**config.mk**
```make
export PLATFORM = sky130hd
export DESIGN_NAME = tx_result_queue
export DESIGN_NICKNAME = d
export VERILOG_FILES = /design/src/rtl/tx_result_queue_pkg.sv /design/src/rtl/sync_fifo.sv /design/src/rtl/tx_result_queue.sv
export SDC_FILE = /design/constraint.sdc
export NUM_CORES = 1
export LEC_CHECK = 0
export BUFFER_PORTS_ARGS = -buffer_cell sky130_fd_sc_hd__buf_4
export CAP_MARGIN = 40
export CORE_MARGIN = 3
export CORE_UTILIZATION = 40
export CTS_BUF_LIST = sky130_fd_sc_hd__clkbuf_8
export DETAILED_ROUTE_END_ITERATION = 7
export PLACE_DENSITY = 0.55
export SLEW_MARGIN = 40
export SYNTH_ARGS = -nofsm -noshare
export SYNTH_HDL_FRONTEND = slang
export SYNTH_SLANG_ARGS = --single-unit
```
**constraint.sdc**
```tcl
create_clock -name clock -period 5.5 [get_ports clock]
set_input_delay 1.1 -clock clock [delete_from_list [all_inputs] [get_ports clock]]
set_output_delay 1.1 -clock clock [all_outputs]
set_load 0.01 [all_outputs]
```
**src/rtl/tx_result_queue_pkg.sv**
```systemverilog
// Shared definitions for the TX result queue: FSM state encoding and default widths.
// Imported by the FIFO sub-module and the top level.
package tx_result_queue_pkg;

  localparam int DATA_BITS_DEFAULT = 8;
  localparam int DEPTH_DEFAULT     = 4;
  localparam int ADDR_BITS_DEFAULT = 2;

  // Encoding is visible on the debug LEDs, so the values are fixed.
  typedef enum logic [1:0] {
    IDLE      = 2'd0,
    WAIT_BUSY = 2'd1,
    WAIT_DONE = 2'd2
  } tx_state_t;

endpackage

```
**src/rtl/sync_fifo.sv**
```systemverilog
// Small synchronous FIFO with a registered occupancy count and a combinational head read.
// A push while full is dropped unless a pop frees a slot in the same cycle; o_drop flags the loss.
module sync_fifo
  import tx_result_queue_pkg::*;
#(
  parameter int DATA_BITS = DATA_BITS_DEFAULT,
  parameter int DEPTH     = DEPTH_DEFAULT,
  parameter int ADDR_BITS = ADDR_BITS_DEFAULT
) (
  input  logic                 clock,
  input  logic                 reset,
  input  logic                 push,
  input  logic                 pop,
  input  logic [DATA_BITS-1:0] din,
  output logic [DATA_BITS-1:0] dout,
  output logic [ADDR_BITS:0]   count,
  output logic                 full,
  output logic                 empty,
  output logic                 o_drop
);

  localparam logic [ADDR_BITS:0] FULL_COUNT = (ADDR_BITS + 1)'(DEPTH);

  logic [DATA_BITS-1:0] mem [DEPTH];
  logic [ADDR_BITS-1:0] wr_ptr;
  logic [ADDR_BITS-1:0] rd_ptr;
  logic                 do_push;
  logic                 do_pop;

  // Full and empty come from the count, so equal pointers are never ambiguous.
  assign empty   = (count == '0);
  assign full    = (count == FULL_COUNT);
  assign do_pop  = pop & ~empty;
  assign do_push = push & (~full | do_pop);
  assign o_drop  = push & full & ~do_pop;
  assign dout    = mem[rd_ptr];

  // NOTE: state registers use non-blocking assignments so every flop samples pre-edge values.
  always_ff @(posedge clock) begin
    if (reset) begin
      wr_ptr <= '0;
      rd_ptr <= '0;
      count  <= '0;
    end else begin
      if (do_push) wr_ptr <= wr_ptr + 1'b1;
      if (do_pop)  rd_ptr <= rd_ptr + 1'b1;
      case ({do_push, do_pop})
        2'b10:   count <= count + 1'b1;
        2'b01:   count <= count - 1'b1;
        default: count <= count;
      endcase
    end
  end

  // NOTE: the storage array is not reset; stale entries are unreachable because reads follow the count.
  always_ff @(posedge clock) begin
    if (do_push) mem[wr_ptr] <= din;
  end

endmodule

```
**src/rtl/tx_result_queue.sv**
```systemverilog
// Queues ALU result bytes on each rising edge of the operation-ready level and feeds them
// to the UART transmitter one at a time with a single-cycle start pulse.
module tx_result_queue
  import tx_result_queue_pkg::*;
#(
  parameter int DATA_BITS = DATA_BITS_DEFAULT,
  parameter int DEPTH     = DEPTH_DEFAULT,
  parameter int ADDR_BITS = ADDR_BITS_DEFAULT
) (
  input  logic                 clock,
  input  logic                 reset,
  input  logic [DATA_BITS-1:0] i_result,
  input  logic                 i_result_valid,
  input  logic                 i_tx_available,
  output logic [DATA_BITS-1:0] o_tx_data,
  output logic                 o_tx_start,
  output logic                 o_empty,
  output logic                 o_full,
  output logic [ADDR_BITS:0]   o_count,
  output logic                 o_overflow,
  output logic [1:0]           o_state
);

  tx_state_t            state_q;
  tx_state_t            state_d;
  logic                 valid_prev;
  logic                 push_req;
  logic                 pop;
  logic                 drop;
  logic [DATA_BITS-1:0] head;
  logic [DATA_BITS-1:0] tx_data_d;
  logic                 tx_start_d;

  // A level held high for many cycles must produce exactly one push.
  assign push_req = i_result_valid & ~valid_prev;

  sync_fifo #(
    .DATA_BITS (DATA_BITS),
    .DEPTH     (DEPTH),
    .ADDR_BITS (ADDR_BITS)
  ) u_fifo (
    .clock  (clock),
    .reset  (reset),
    .push   (push_req),
    .pop    (pop),
    .din    (i_result),
    .dout   (head),
    .count  (o_count),
    .full   (o_full),
    .empty  (o_empty),
    .o_drop (drop)
  );

  always_ff @(posedge clock) begin
    if (reset) begin
      valid_prev <= 1'b0;
      state_q    <= IDLE;
      o_tx_data  <= '0;
      o_tx_start <= 1'b0;
      o_overflow <= 1'b0;
    end else begin
      valid_prev <= i_result_valid;
      state_q    <= state_d;
      o_tx_data  <= tx_data_d;
      o_tx_start <= tx_start_d;
      if (drop) o_overflow <= 1'b1;
    end
  end

  // NOTE: every always_comb output gets a default first so no path can infer a latch.
  always_comb begin
    state_d    = state_q;
    tx_data_d  = o_tx_data;
    tx_start_d = 1'b0;
    pop        = 1'b0;
    case (state_q)
      IDLE: begin
        if (!o_empty && i_tx_available) begin
          tx_data_d  = head;
          tx_start_d = 1'b1;
          pop        = 1'b1;
          state_d    = WAIT_BUSY;
        end
      end
      // Wait for the transmitter to take the byte, then for it to finish sending.
      WAIT_BUSY: if (!i_tx_available) state_d = WAIT_DONE;
      WAIT_DONE: if (i_tx_available)  state_d = IDLE;
      default:   state_d = IDLE;
    endcase
  end

  assign o_state = state_q;

endmodule

```
# Yosys cells after proc, flatten, opt, wreduce, memory -nomap -nowiden
# Memory sizes are Yosys's and may differ from the RTL's. A register that Yosys moved wholly into a read port is not among the register bits.
# Index checks and enable logic that the tools add are counted.
[classes] n_lt_le_gt_ge=0 mux=9 n_reduce_logical=7 n_div=0 shifts=0 n_addsub=4 mul=0 n_eq_ne=8 bitwise=10
[op_table] op="$mux 2" n=3
[op_table] op="$ne 2x2->1 const B" n=3
[op_table] op="$pmux 2 s3" n=1
[op_table] op="$pmux 3 s2" n=1
[op_table] op="$and 1x1->1" n=5
[op_table] op="$add 2x1->2 const B" n=2
[op_table] op="$eq 2x1->1 const B" n=2
[op_table] op="$eq 2x2->1 const B" n=2
[op_table] op="$mux 1" n=4
[op_table] op="$not 1->1" n=4
[op_table] op="$add 3x1->3 const B" n=1
[op_table] op="$eq 3x3->1 const B" n=1
[op_table] op="$logic_not 3->1" n=1
[op_table] op="$reduce_and 3->1" n=1
[op_table] op="$sub 3x1->3 const B" n=1
[op_table] op="$logic_not 2->1" n=1
[op_table] op="$reduce_and 2->1" n=1
[op_table] op="$reduce_bool 2->1" n=1
[op_table] op="$logic_and 1x1->1" n=1
[op_table] op="$logic_not 1->1" n=1
[op_table] op="$or 1x1->1" n=1
[word_totals] reg_bits=12 memories=1 in_bits=12 romBits=0 ram_bits=32 wordCells=46 latchBits=0
[mem_list] name="u_fifo.mem" depth=4 width=8 rd=1 rd_clocked_by_memory_dff=1 write_ports=1 line_no="sync_fifo.sv:24" text="logic [DATA_BITS-1:0] mem [DEPTH];"

# Depth between registers and ports, before layout
[depth] ltp_word=10 ltp_mapped=9 depth_no_buf=9

# Hierarchy
# Synthesis repeated with hierarchy kept, for this count alone.
[unflattened] hier_cells=152 area_unflattened_um2=2227.1
[by_module_without_submodules] mod="sync_fifo" area_per_inst_um2=1686.6 cells_per_inst=102 seq_area_each_um2=1141.1 n_inst=1
[by_module_without_submodules] mod="tx_result_queue" area_per_inst_um2=540.5 cells_per_inst=50 seq_area_each_um2=260.2 n_inst=1

# Worst setup path before layout
# No wires, ideal clock.
[synth_timing] path_type="input port to flip-flop" startpoint="input port i_tx_available" endpoint="register u_fifo.count[2]" arrival_ps=2797 path_slack_ps=2633 required_time_ps=5430 cell_stages=8 path_cell_list="or3b_4 -> nor2_1 -> ha_1 -> inv_1 -> fa_1 -> xor2_1 -> or3_1 -> a21oi_1"
[synth_via] elab_chain_cells=8
[synth_rtl] item="from (decl)" line_no="tx_result_queue.sv:14" text="input logic i_tx_available,"
[synth_rtl] item="$logic_and 1x1->1 *" line_no="tx_result_queue.sv:78" text="if (!o_empty && i_tx_available) begin"
[synth_rtl] item="$mux 1 *" line_no="tx_result_queue.sv:78"
[synth_rtl] item="$mux 1 *" line_no="tx_result_queue.sv:76" text="case (state_q)"
[synth_rtl] item="$and 1x1->1 *" line_no="sync_fifo.sv:33" text="assign do_pop = pop & ~empty;"
[synth_rtl] item="via u_fifo.do_pop" line_no="sync_fifo.sv:28" text="logic do_pop;"
[synth_rtl] item="$or 1x1->1" line_no="sync_fifo.sv:34" text="assign do_push = push & (~full | do_pop);"
[synth_rtl] item="$and 1x1->1" line_no="sync_fifo.sv:34"
[synth_rtl] item="$eq 2x1->1 / $eq 2x2->1 (equally long branches)" line_no="sync_fifo.sv:47" text="case ({do_push, do_pop})"
[synth_rtl] item="$pmux 3 s2 / $reduce_bool 2->1 (equally long branches)"
[synth_rtl] item="to (signal assigned)" line_no="sync_fifo.sv:48" text="2'b10: count <= count + 1'b1;"
[synth_rtl] item="to (signal assigned)" line_no="sync_fifo.sv:49" text="2'b01: count <= count - 1'b1;"
[synth_rtl] item="to (signal assigned)" line_no="sync_fifo.sv:50" text="default: count <= count;"
[synth_rtl] item="to (decl)" line_no="sync_fifo.sv:16" text="output logic [ADDR_BITS:0] count,"
# The timed path passes the listed nets; every way through them passes the cells marked *.
# A chain may end at the register's enable or synchronous reset.

# Worst setup path in the final report
# Ends and elaborated chain as after synthesis.

==> results.py <==
metrics = {
    "routing": {
        "drt-total-wl_um": 3617,
        "num_vias": 1181,
        "drt-initial-drc-count": 39,
        "drtAntennaViolNets": 0,
        "dr.pass1.iters": 4,
        "drc_errors": 0,
        "wl_per_cell_um": 15.01,
        "viasPerCell": 4.900,
    },
    "sta": {
        "holdWs_ns": 0.4842,
        "hold_viol": 0,
        "fin_skew_ns": 0.005880,
        "maxSlewViolCount": 0,
        "fmax_mhz": 357.0,
        "rsz0062_at_grt": "no",
        "period_needed_ns": 2.801,
        "fin_setup_tns_ns": 0,
        "setup_viol_count_final": 0,
        "relSlewSlack_pct": 56.86,
        "layout_setup_ws_ns": 2.699,
        "tightest_slew_ns": 0.6443,
        "finalCritPeriodShare_pct": 50.93,
    },
    "logic_synthesis": {
        "ys_top_cells_by_area": "edfxtp_1 45%, dfxtp_1 19%, mux4_2 8.5%",
        "synth.most_common_cell": "edfxtp_1",
        "yosysWarnings": 0,
        "synth_top_area_share_pct": 45.07,
        "synth_compound_area_share_pct": 7.394,
        "synth_area_sq_um": 2132,
        "synth_nets": 163,
        "ys_types": 34,
        "synthAdderAreaFrac_pct": 3.873,
        "yosys-top-cells-count": "32 x edfxtp_1, 20 x dfxtp_1, 11 x a21oi_1, 9 x nor2_1",
        "synth_simple_gate_area_share_pct": 9.507,
        "async_flop_share_pct": 0,
        "synth_top_family_by_area": "simple AND/OR/NAND/NOR gates",
        "syn_avg_cell_area_sq_um": 14.70,
        "synth-seq-cells": 52,
        "syn_inst": 145,
        "ys_seq_area_share_pct": 63.85,
        "synth-edff-count": 32,
        "synthXorXnorAreaFrac_pct": 1.232,
        "synth.area.mux_share_pct": 9.448,
        "synth_top_cell_by_area": "edfxtp_1",
        "synthFlopType": "edfxtp_1",
    },
    "clock_tree": {
        "numClockSinks": 52,
        "cts-hold-fix-buffers": 0,
        "clk-insertion-delay-late_ns": 0.30,
        "cts-resized-gates": 0,
        "cts_setup_buffers": 0,
        "cts.clk_slew.worst_paths_ns": 0.09,
        "cts_made_buffers": 5,
        "cts_tree": "built",
        "cts_root_buffer": "clkbuf_8",
        "cts_buffer_depth": 2,
        "htreeDepth": 2,
    },
    "global_routing": {
        "top_usage_layer": "met2",
        "grt_use_total_pct": 12.86,
        "use_met3_pct": 3.628,
        "use_met1_pct": 16.82,
        "grt_util_met2_pct": 19.95,
        "grt-ovfl-total": 0,
        "grt_pass1_wl_um": 5961,
        "antenna_found_initial": 0,
        "grt_max_degree": 24,
        "grt_pass1_vias": 1188,
    },
    "place": {
        "io_buffers": 28,
        "dpl.hpwl_um": 2516,
        "gp_congestion": 0.7633,
        "dp_slack_ns": 2.387,
        "dp_cells": 233,
    },
    "layout": {
        "multi_input_area_sq_um": 670.6,
        "final_cells": 241,
        "n_antenna_cell": 0,
        "n_fill_cell": 463,
        "syn_to_final_growth_pct": 15.79,
        "drive_above_1_share_pct": 29.31,
        "area.sequential_sq_um": 1363,
        "nNetsFinal": 191,
    },
    "power_and_ir_drop": {
        "p_total_w": 0.001093,
        "leakage_nw": 0.8771,
        "powerDensity_nw_per_um2": 442.6,
        "max-vdd-ir-drop_mv": 0.2075,
    },
    "floorplanning": {
        "rows": 25,
        "die_w_um": 79.01,
        "die_y_um": 79.01,
        "boundaryPins": 29,
        "start_util_pct": 43.14,
        "core_sq_um": 4942,
        "die_area_sq_um": 6242,
    },
    "run_status": {
        "outcome": "finished clean",
    },
    "worst_setup_path": {
        "cp-end-kind": "flop",
        "critPathLaunchType": "input port",
        "crit_fanout": 14,
        "crit_type": "in2reg",
        "critPathRequiredTime_ns": 5.73,
        "worstPathArrival_ns": 3.03,
        "critical-path-max-stage-delay_ns": 0.47,
        "crit_chain": "buf_4, or3b_4, nor2_1, ha_1, inv_1, fa_1, xor2_1, or3_1, a21oi_1",
        "path_buf_inv": 2,
        "crit_family": "simple AND/OR/NAND/NOR gates",
        "slowest_stage": "or3b_4",
    },
    "job": {
        "maxCapViolations": 0,
    },
    "min_path": {
        "hp-class": "reg2reg",
    },
}
[area by class of cell]
type	instances	share of cell area, %
Inverter	8	1.216
Tap cell	67	3.396
Timing Repair Buffer	28	8.515
Sequential cell	52	55.20
Multi-Input combinational cell	78	27.17
Clock inverter	3	1.723
Clock buffer	5	2.788
[flip-flops by register name, indices dropped and copies added (netlist names)]
name and cells:
u_fifo.mem 32, o_overflow 1, u_fifo.rd_ptr 2, o_tx_data 8, u_fifo.wr_ptr 2, u_fifo.count 3, o_tx_start 1, o_state 2
valid_prev 1
[kinds of logic (layout without fill, tap and decap cells)]
logic type / after synthesis / count (layout)
XOR/XNOR: 3 / 3
buffers and inverters: 15 / 44
multiplexers: 10 / 10
AO/OA/AOI/OAI: 25 / 25
AND/OR/NAND/NOR: 34 / 34
flip-flops: 52 / 52
adder cells (fa/ha/maj): 6 / 6
[final timing paths]
check	start	endpoint	slack, ns	cells after the start
hold / removal	o_tx_data[3]	o_tx_data[3]	0.48	2
setup reg to reg	u_fifo.count[0]	u_fifo.count[2]	3.12	9
setup / recovery	i_tx_available	u_fifo.count[2]	2.70	9
hold reg to reg	o_tx_data[3]	o_tx_data[3]	0.48	2
[per-stage QoR]
step | instance area (sq um) | utilization (%)
CTS | 2467 | 49.92
detailed placement | 2356 | 47.67
finish | 2469 | 49.95
floorplan | 2132 | -
global route | 2469 | 49.95
global placement | 2356 | 47.67
[placed cells by master (no fill, tap or decap), drive strengths merged, types with 2 or more instances in the layout]
master and n:
a21oi 11, and2 4, buf 28, clkbuf 5, dfxtp 20, edfxtp 32, ha 5, inv 10
mux4 8, nand2b 2, nand3 8, nor2 9, nor2b 2, nor3 2, nor3b 2, o21ai 10
or3 3, xor2 2
[tightest hold or removal path, cell delays in order (launching register included)]
cell and delay [ns]:
dfxtp_1 0.32, o21ai_0 0.06, a21oi_1 0.06
[where the power goes]
| group | internal [W] | switching [W] |
|---|---|---|
| clock network | 0.000136 | 0.000120 |
| registers | 0.000465 | 0.0000520 |
| logic | 0.000152 | 0.000168 |
| total | 0.000752 | 0.000340 |
[layer usage]
layer / vias up / share of wire (%)
met2: 25 / 50
li1: 586 / -
met3: 4 / 5.6
met1: 566 / 43
met4: 0 / 1.5
met5: - / 0
(Power assumes the default switching activity.)
